--- src/rtl/v6502_pkg.sv ---
// Shared 6502 front-end types: fetch states, addressing-mode and index codes.
// Used by opcode_fetch, its decoder and the address stage.
package v6502_pkg;

  typedef enum logic [2:0] {
    S_VEC_LO  = 3'd0,
    S_VEC_HI  = 3'd1,
    S_FETCH   = 3'd2,
    S_DECODE  = 3'd3,
    S_WAIT_EA = 3'd4,
    S_EXEC    = 3'd5
  } fetch_state_t;

  typedef enum logic [2:0] {
    MODE_IMM  = 3'd0,
    MODE_ABS  = 3'd1,
    MODE_ZPG  = 3'd2,
    MODE_ABSI = 3'd3,
    MODE_ZPGI = 3'd4,
    MODE_INDI = 3'd5,
    MODE_INDA = 3'd6,
    MODE_INDZ = 3'd7
  } addr_mode_t;

  typedef enum logic {
    IDX_X = 1'b0,
    IDX_Y = 1'b1
  } index_reg_t;

  localparam logic [15:0] RESET_VEC_LO = 16'hFFFC;
  localparam logic [15:0] RESET_VEC_HI = 16'hFFFD;

endpackage

--- src/rtl/opcode_mode_decode.sv ---
// Combinational opcode -> addressing mode / index / implied / illegal decode.
// Zero latency, no flow control; implied opcodes always report IMM with index X.
module opcode_mode_decode
  import v6502_pkg::*;
(
  input  logic [7:0] opcode_i,
  output addr_mode_t mode_o,
  output index_reg_t index_o,
  output logic       implied_o,
  output logic       illegal_o
);

  logic [2:0] aaa;
  logic [2:0] bbb;
  logic [1:0] cc;

  assign aaa = opcode_i[7:5];
  assign bbb = opcode_i[4:2];
  assign cc  = opcode_i[1:0];

  always_comb begin
    mode_o    = MODE_IMM;
    index_o   = IDX_X;
    implied_o = 1'b0;
    illegal_o = 1'b0;
    case (cc)
      2'b01: begin
        case (bbb)
          3'd0: mode_o = MODE_INDZ;
          3'd1: mode_o = MODE_ZPG;
          3'd2: mode_o = MODE_IMM;
          3'd3: mode_o = MODE_ABS;
          3'd4: begin
            mode_o  = MODE_INDI;
            index_o = IDX_Y;
          end
          3'd5: mode_o = MODE_ZPGI;
          3'd6: begin
            mode_o  = MODE_ABSI;
            index_o = IDX_Y;
          end
          default: mode_o = MODE_ABSI;
        endcase
      end
      2'b10: begin
        case (bbb)
          3'd0:    mode_o = MODE_IMM;
          3'd1:    mode_o = MODE_ZPG;
          3'd3:    mode_o = MODE_ABS;
          3'd5:    mode_o = MODE_ZPGI;
          3'd7:    mode_o = MODE_ABSI;
          default: implied_o = 1'b1;
        endcase
        // STX/LDX index through Y instead of X
        if (!implied_o && (aaa == 3'b100 || aaa == 3'b101)) begin
          index_o = IDX_Y;
        end
      end
      2'b00: begin
        case (bbb)
          3'd0: begin
            if (aaa >= 3'b101) mode_o = MODE_IMM;
            else               implied_o = 1'b1;
          end
          3'd1:    mode_o = MODE_ZPG;
          3'd3:    mode_o = (aaa == 3'b011) ? MODE_INDA : MODE_ABS;
          3'd4:    mode_o = MODE_IMM;
          3'd5:    mode_o = MODE_ZPGI;
          3'd7:    mode_o = MODE_ABSI;
          default: implied_o = 1'b1;
        endcase
      end
      default: begin
        implied_o = 1'b1;
        illegal_o = 1'b1;
      end
    endcase
  end

endmodule

--- src/rtl/opcode_fetch.sv ---
// Reset-vector load, opcode fetch and decode handoff to the address stage.
// One opcode byte per FETCH cycle; holds in WAIT_EA/EXEC until i_ea_done/i_exec_ack.
module opcode_fetch
  import v6502_pkg::*;
(
  input  logic        i_clk,
  input  logic        i_rst_n,
  input  logic [7:0]  i_data,
  output logic [15:0] o_addr,
  output logic        o_bus_own,
  output logic [15:0] o_pc,
  output logic [7:0]  o_opcode,
  output logic [2:0]  o_mode,
  output logic        o_index_reg,
  output logic        o_start,
  input  logic        i_pc_inc,
  input  logic        i_ea_done,
  output logic        o_implied,
  output logic        o_illegal,
  output logic        o_valid,
  input  logic        i_exec_ack,
  input  logic        i_pc_load,
  input  logic [15:0] i_pc_value
);

  fetch_state_t state_q, state_d;
  logic [15:0]  pc_q, pc_d;
  logic [7:0]   opcode_q, opcode_d;
  addr_mode_t   mode_q, mode_d;
  index_reg_t   index_q, index_d;
  logic         implied_q, implied_d;
  logic         illegal_q, illegal_d;

  addr_mode_t   dec_mode;
  index_reg_t   dec_index;
  logic         dec_implied;
  logic         dec_illegal;

  opcode_mode_decode u_decode (
    .opcode_i  (opcode_q),
    .mode_o    (dec_mode),
    .index_o   (dec_index),
    .implied_o (dec_implied),
    .illegal_o (dec_illegal)
  );

  always_comb begin
    state_d   = state_q;
    pc_d      = pc_q;
    opcode_d  = opcode_q;
    mode_d    = mode_q;
    index_d   = index_q;
    implied_d = implied_q;
    illegal_d = illegal_q;
    o_addr    = 16'h0000;
    o_bus_own = 1'b0;
    o_start   = 1'b0;
    o_valid   = 1'b0;
    case (state_q)
      S_VEC_LO: begin
        o_addr    = RESET_VEC_LO;
        o_bus_own = 1'b1;
        pc_d      = {pc_q[15:8], i_data};
        state_d   = S_VEC_HI;
      end
      S_VEC_HI: begin
        o_addr    = RESET_VEC_HI;
        o_bus_own = 1'b1;
        pc_d      = {i_data, pc_q[7:0]};
        state_d   = S_FETCH;
      end
      S_FETCH: begin
        o_addr    = pc_q;
        o_bus_own = 1'b1;
        opcode_d  = i_data;
        pc_d      = pc_q + 16'd1;
        state_d   = S_DECODE;
      end
      S_DECODE: begin
        mode_d    = dec_mode;
        index_d   = dec_index;
        implied_d = dec_implied;
        illegal_d = dec_illegal;
        if (dec_implied) begin
          state_d = S_EXEC;
        end else begin
          o_start = 1'b1;
          state_d = S_WAIT_EA;
        end
      end
      S_WAIT_EA: begin
        // an operand byte consumed alongside i_ea_done still counts
        pc_d = pc_q + {15'd0, i_pc_inc};
        if (i_ea_done) state_d = S_EXEC;
      end
      S_EXEC: begin
        o_valid = 1'b1;
        if (i_pc_load)  pc_d    = i_pc_value;
        if (i_exec_ack) state_d = S_FETCH;
      end
      default: state_d = S_VEC_LO;
    endcase
  end

  always_ff @(posedge i_clk or negedge i_rst_n) begin
    if (!i_rst_n) begin
      state_q   <= S_VEC_LO;
      pc_q      <= 16'h0000;
      opcode_q  <= 8'h00;
      mode_q    <= MODE_IMM;
      index_q   <= IDX_X;
      implied_q <= 1'b0;
      illegal_q <= 1'b0;
    end else begin
      state_q   <= state_d;
      pc_q      <= pc_d;
      opcode_q  <= opcode_d;
      mode_q    <= mode_d;
      index_q   <= index_d;
      implied_q <= implied_d;
      illegal_q <= illegal_d;
    end
  end

  assign o_pc        = pc_q;
  assign o_opcode    = opcode_q;
  assign o_mode      = mode_q;
  assign o_index_reg = index_q;
  assign o_implied   = implied_q;
  assign o_illegal   = illegal_q;

endmodule

--- config.mk ---
export PLATFORM = sky130hd
export DESIGN_NAME = opcode_fetch
export DESIGN_NICKNAME = d
export VERILOG_FILES = /design/src/rtl/v6502_pkg.sv /design/src/rtl/opcode_mode_decode.sv /design/src/rtl/opcode_fetch.sv
export SDC_FILE = /design/constraint.sdc
export NUM_CORES = 1
export LEC_CHECK = 0
export ABC_AREA = 1
export CAP_MARGIN = 10
export CELL_PAD_IN_SITES_DETAIL_PLACEMENT = 1
export CELL_PAD_IN_SITES_GLOBAL_PLACEMENT = 1
export CORE_ASPECT_RATIO = 1.5
export CORE_UTILIZATION = 32
export DETAILED_ROUTE_END_ITERATION = 7
export HOLD_SLACK_MARGIN = 0.15
export PLACE_DENSITY = 0.84
export SLEW_MARGIN = 10
export SYNTH_ARGS = -nofsm -noshare
export SYNTH_HDL_FRONTEND = slang
export SYNTH_SLANG_ARGS = --single-unit
--- constraint.sdc ---
create_clock -name i_clk -period 2.6 [get_ports i_clk]
set_input_delay 0.52 -clock i_clk [delete_from_list [all_inputs] [get_ports i_clk]]
set_output_delay 0.52 -clock i_clk [all_outputs]
set_load 0.005 [all_outputs]
==> results.sh, run 1 <==
export IMPL_status="completed"
export IMPL_fin_setup_tns_ns=0
export IMPL_yosys_warnings=0
export IMPL_dp_hpwl_mm=6.91
export IMPL_die_h_um=109
export IMPL_std_cell_rows=38
export IMPL_clk_latency_ns=0.29
export IMPL_slowest_stage="clkdlybuf4s50_1"
export IMPL_cpMostUsedCell="inv_2"
export IMPL_post_cts_setup_buffers=0
export IMPL_wirelength_mm=8.67
export IMPL_cp_top_family="buffers and inverters"
export IMPL_die_w_um=73.4
export IMPL_crit_type="reg2out"
export IMPL_clock_skew_final_ns=0.00925
export IMPL_drtAntennaViolNets=0
export IMPL_min_period_ns=2.52
export IMPL_gp_congestion=0.850
export IMPL_p_leak_nw=1.60
export IMPL_async_flop_share_pct=100
export IMPL_yosys_top_cells_count="nand2_1, nor2_1, inv_1"
export IMPL_synth_adder_area_share_pct=3.06
export IMPL_fin_nets=486
export IMPL_slew_viol_final=0
export IMPL_drc_errors=0
export IMPL_crit_buf_inv=3
export IMPL_stdcell_count=551
export IMPL_hold_viol_final=0
export IMPL_root_buffer="clkbuf_8"
export IMPL_synthCells=367
export IMPL_gr_usage_all_layers_pct=22.9
export IMPL_grt_pass1_vias=2872
export IMPL_initial_core_util_pct=33.5
export IMPL_end_kind="output pin"
export IMPL_synth_most_common_cell="nand2_1"
export IMPL_cts_made_buffers=5
export IMPL_numPortBuffers=78
export IMPL_synth_area_per_cell_um2=6.68
export IMPL_grt_max_degree=34
export IMPL_synthSimpleGateAreaFrac_pct=37.2
export IMPL_dr_pass1_iters=4
export IMPL_arrival_ns=2.00
export IMPL_largest_register_ffs=16
export IMPL_hold_class="reg2reg"
export IMPL_synth_compound_gate_area_share_pct=14.7
export IMPL_drive_gt1_share_pct=9.31
export IMPL_vias=2692
export IMPL_synth_cell_types=29
export IMPL_synth_edff_count=0
export IMPL_synthXorXnorAreaFrac_pct=0.358
export IMPL_max_freq_ghz=0.396
export IMPL_critPathMaxStageDelay_ns=0.52
export IMPL_yosys_area_top_type="dfrtp_1"
export IMPL_setup_viol=0
export IMPL_synthTopCellsByArea="dfrtp_1, nand2_1, nor2_1"
export IMPL_cts_buffer_depth=2
export IMPL_post_route_period_util_pct=97.1
export IMPL_ioPinCount=79
export IMPL_first_iter_violations=86
export IMPL_syn_to_final_growth_pct=40.1
export IMPL_synth_top_family_by_area="simple AND/OR/NAND/NOR gates"
export IMPL_dieArea_um2=8020
export IMPL_required_ns=2.08
export IMPL_grt_pass1_wl_mm=14.0
export IMPL_n_antenna_cell=0
export IMPL_power_density_nw_per_um2=1340
export IMPL_ir_drop_mv=0.658
export IMPL_viasPerCell=4.89
export IMPL_ys_flop_type="dfrtp_1"
export IMPL_core_um2=7320
export IMPL_synth_seq_cells=33
export IMPL_synthesis_area_um2=2450
export IMPL_cts_sinks=33
export IMPL_fin_hold_ws_ns=0.493
export IMPL_antenna_found_initial=0
export IMPL_placedCellCount=543
export IMPL_drv_cap=0
export IMPL_critical_path_cell_chain="inv_2 -> nand2_1 -> nor2_2 -> inv_2 -> nor2_1 -> clkdlybuf4s50_1"
export IMPL_cp_max_fo=7
export IMPL_cts_max_level=2
export IMPL_max_slew_worst_pin_slew_ns=0.463
export IMPL_overflow=0
export IMPL_yosysSeqAreaShare_pct=33.7
export IMPL_synth_top_area_share_pct=33.7
export IMPL_routedWlPerCell_um=15.7
export IMPL_synth_area_mux_share_pct=0
export IMPL_rsz0062_at_grt="true"
export IMPL_path_clk_slew_ns=0.07
export IMPL_slew_headroom_pct=69.2
export IMPL_synth_net_count=403
export IMPL_cts_tree="yes"
export IMPL_crit_path_start_kind="flip-flop"
[final timing paths]
| kind | start | endpoint | slack (ns) | cells past startpoint |
|---|---|---|---|---|
| hold reg to reg | o_mode[1]$_DFFE_PN0P_ | o_mode[1]$_DFFE_PN0P_ | 0.49 | 2 |
| setup reg to reg | state_q[1]$_DFFE_PN0P_ | o_pc[2]$_DFFE_PN0P_ | 0.40 | 10 |
| setup / recovery | state_q[2]$_DFFE_PN0P_ | o_start | 0.08 | 6 |
| max in group asynchronous | i_rst_n | o_opcode[0]$_DFFE_PN0P_ | 1.60 | 2 |
| min in group asynchronous | i_rst_n | o_pc[3]$_DFFE_PN0P_ | 0.62 | 2 |
| hold / removal | o_mode[1]$_DFFE_PN0P_ | o_mode[1]$_DFFE_PN0P_ | 0.49 | 2 |
[stage by stage]
step	util, %	instance area (µm²)	setup WS, ns	total power, mW
5_1_grt	46.9	3430	-0.0660	5.01
2_1_floorplan	-	2450	0.497	2.78
3_5_place_dp	45.7	3340	0.180	4.21
3_3_place_gp	45.7	3340	0.277	4.10
6_report	46.9	3430	0.0759	4.61
4_1_cts	46.9	3430	0.0117	4.63
[power breakdown]
| part | internal [mW] | switching [mW] |
|---|---|---|
| Sequential | 0.772 | 0.367 |
| Clock | 0.185 | 0.213 |
| Combinational | 1.43 | 1.65 |
| Total | 2.38 | 2.23 |
[worst register-to-register path: cells and delay by family (launching register included)]
kind	cells	cell delay, ns
simple gates	7	1.02
flops	1	0.50
fa+ha+maj	2	0.46
compound gates	1	0.13
[routing by layer]
metal	wire [µm]	track usage (%)	vias up	share of wire, %
li1	-	-	1328	-
met5	0	0	-	0
met4	155	7.69	0	1.8
met1	3430	25.2	1291	40
met3	246	2.96	11	2.8
met2	4840	44.0	62	56
[cell families (layout without fill, tap and decap cells)]
| logic type | count (synthesis) | in the layout |
|---|---|---|
| AO/OA/AOI/OAI | 68 | 68 |
| XOR/XNOR | 1 | 1 |
| adder cells (fa/ha/maj) | 6 | 6 |
| buffers and inverters | 60 | 144 |
| flip-flops | 33 | 33 |
| AND/OR/NAND/NOR | 199 | 199 |
[placed cells by master, fill, tap and decap left out, drive strengths merged, types with 2 or more instances in the layout]
master / synthesis / final
o21ai: 32 / 32
nor2: 59 / 59
a21oi: 32 / 32
buf: 5 / 8
or2: 2 / 2
nand3: 34 / 34
nand4: 4 / 4
nand2: 98 / 98
inv: 50 / 50
clkinv: 0 / 2
dfrtp: 33 / 33
clkbuf: 5 / 5
clkdlybuf4s50: 0 / 78
a22oi: 2 / 2
ha: 6 / 6
nor3: 2 / 2
[repair_timing]
action,CTS,global route
gates resized for setup,0,2
endpoints found under the setup margin,0,14
hold buffers,0,0
[area by class of cell]
cell class	count	area (µm²)
Timing Repair Buffer	86	841
Tap cell	100	125
Clock inverter	3	17.5
Sequential cell	33	827
Multi-Input combinational cell	274	1360
Fill cell	974	3890
Clock buffer	5	68.8
Inverter	50	198
Note: power is estimated with default switching activity, not from simulation.
==> inputs of run 2 (changes only) <==
- HOLD_SLACK_MARGIN: 0.15 -> 0.06
==> results of run 2 <==
Final layout, timing and power as in run 1 (identical DEF).
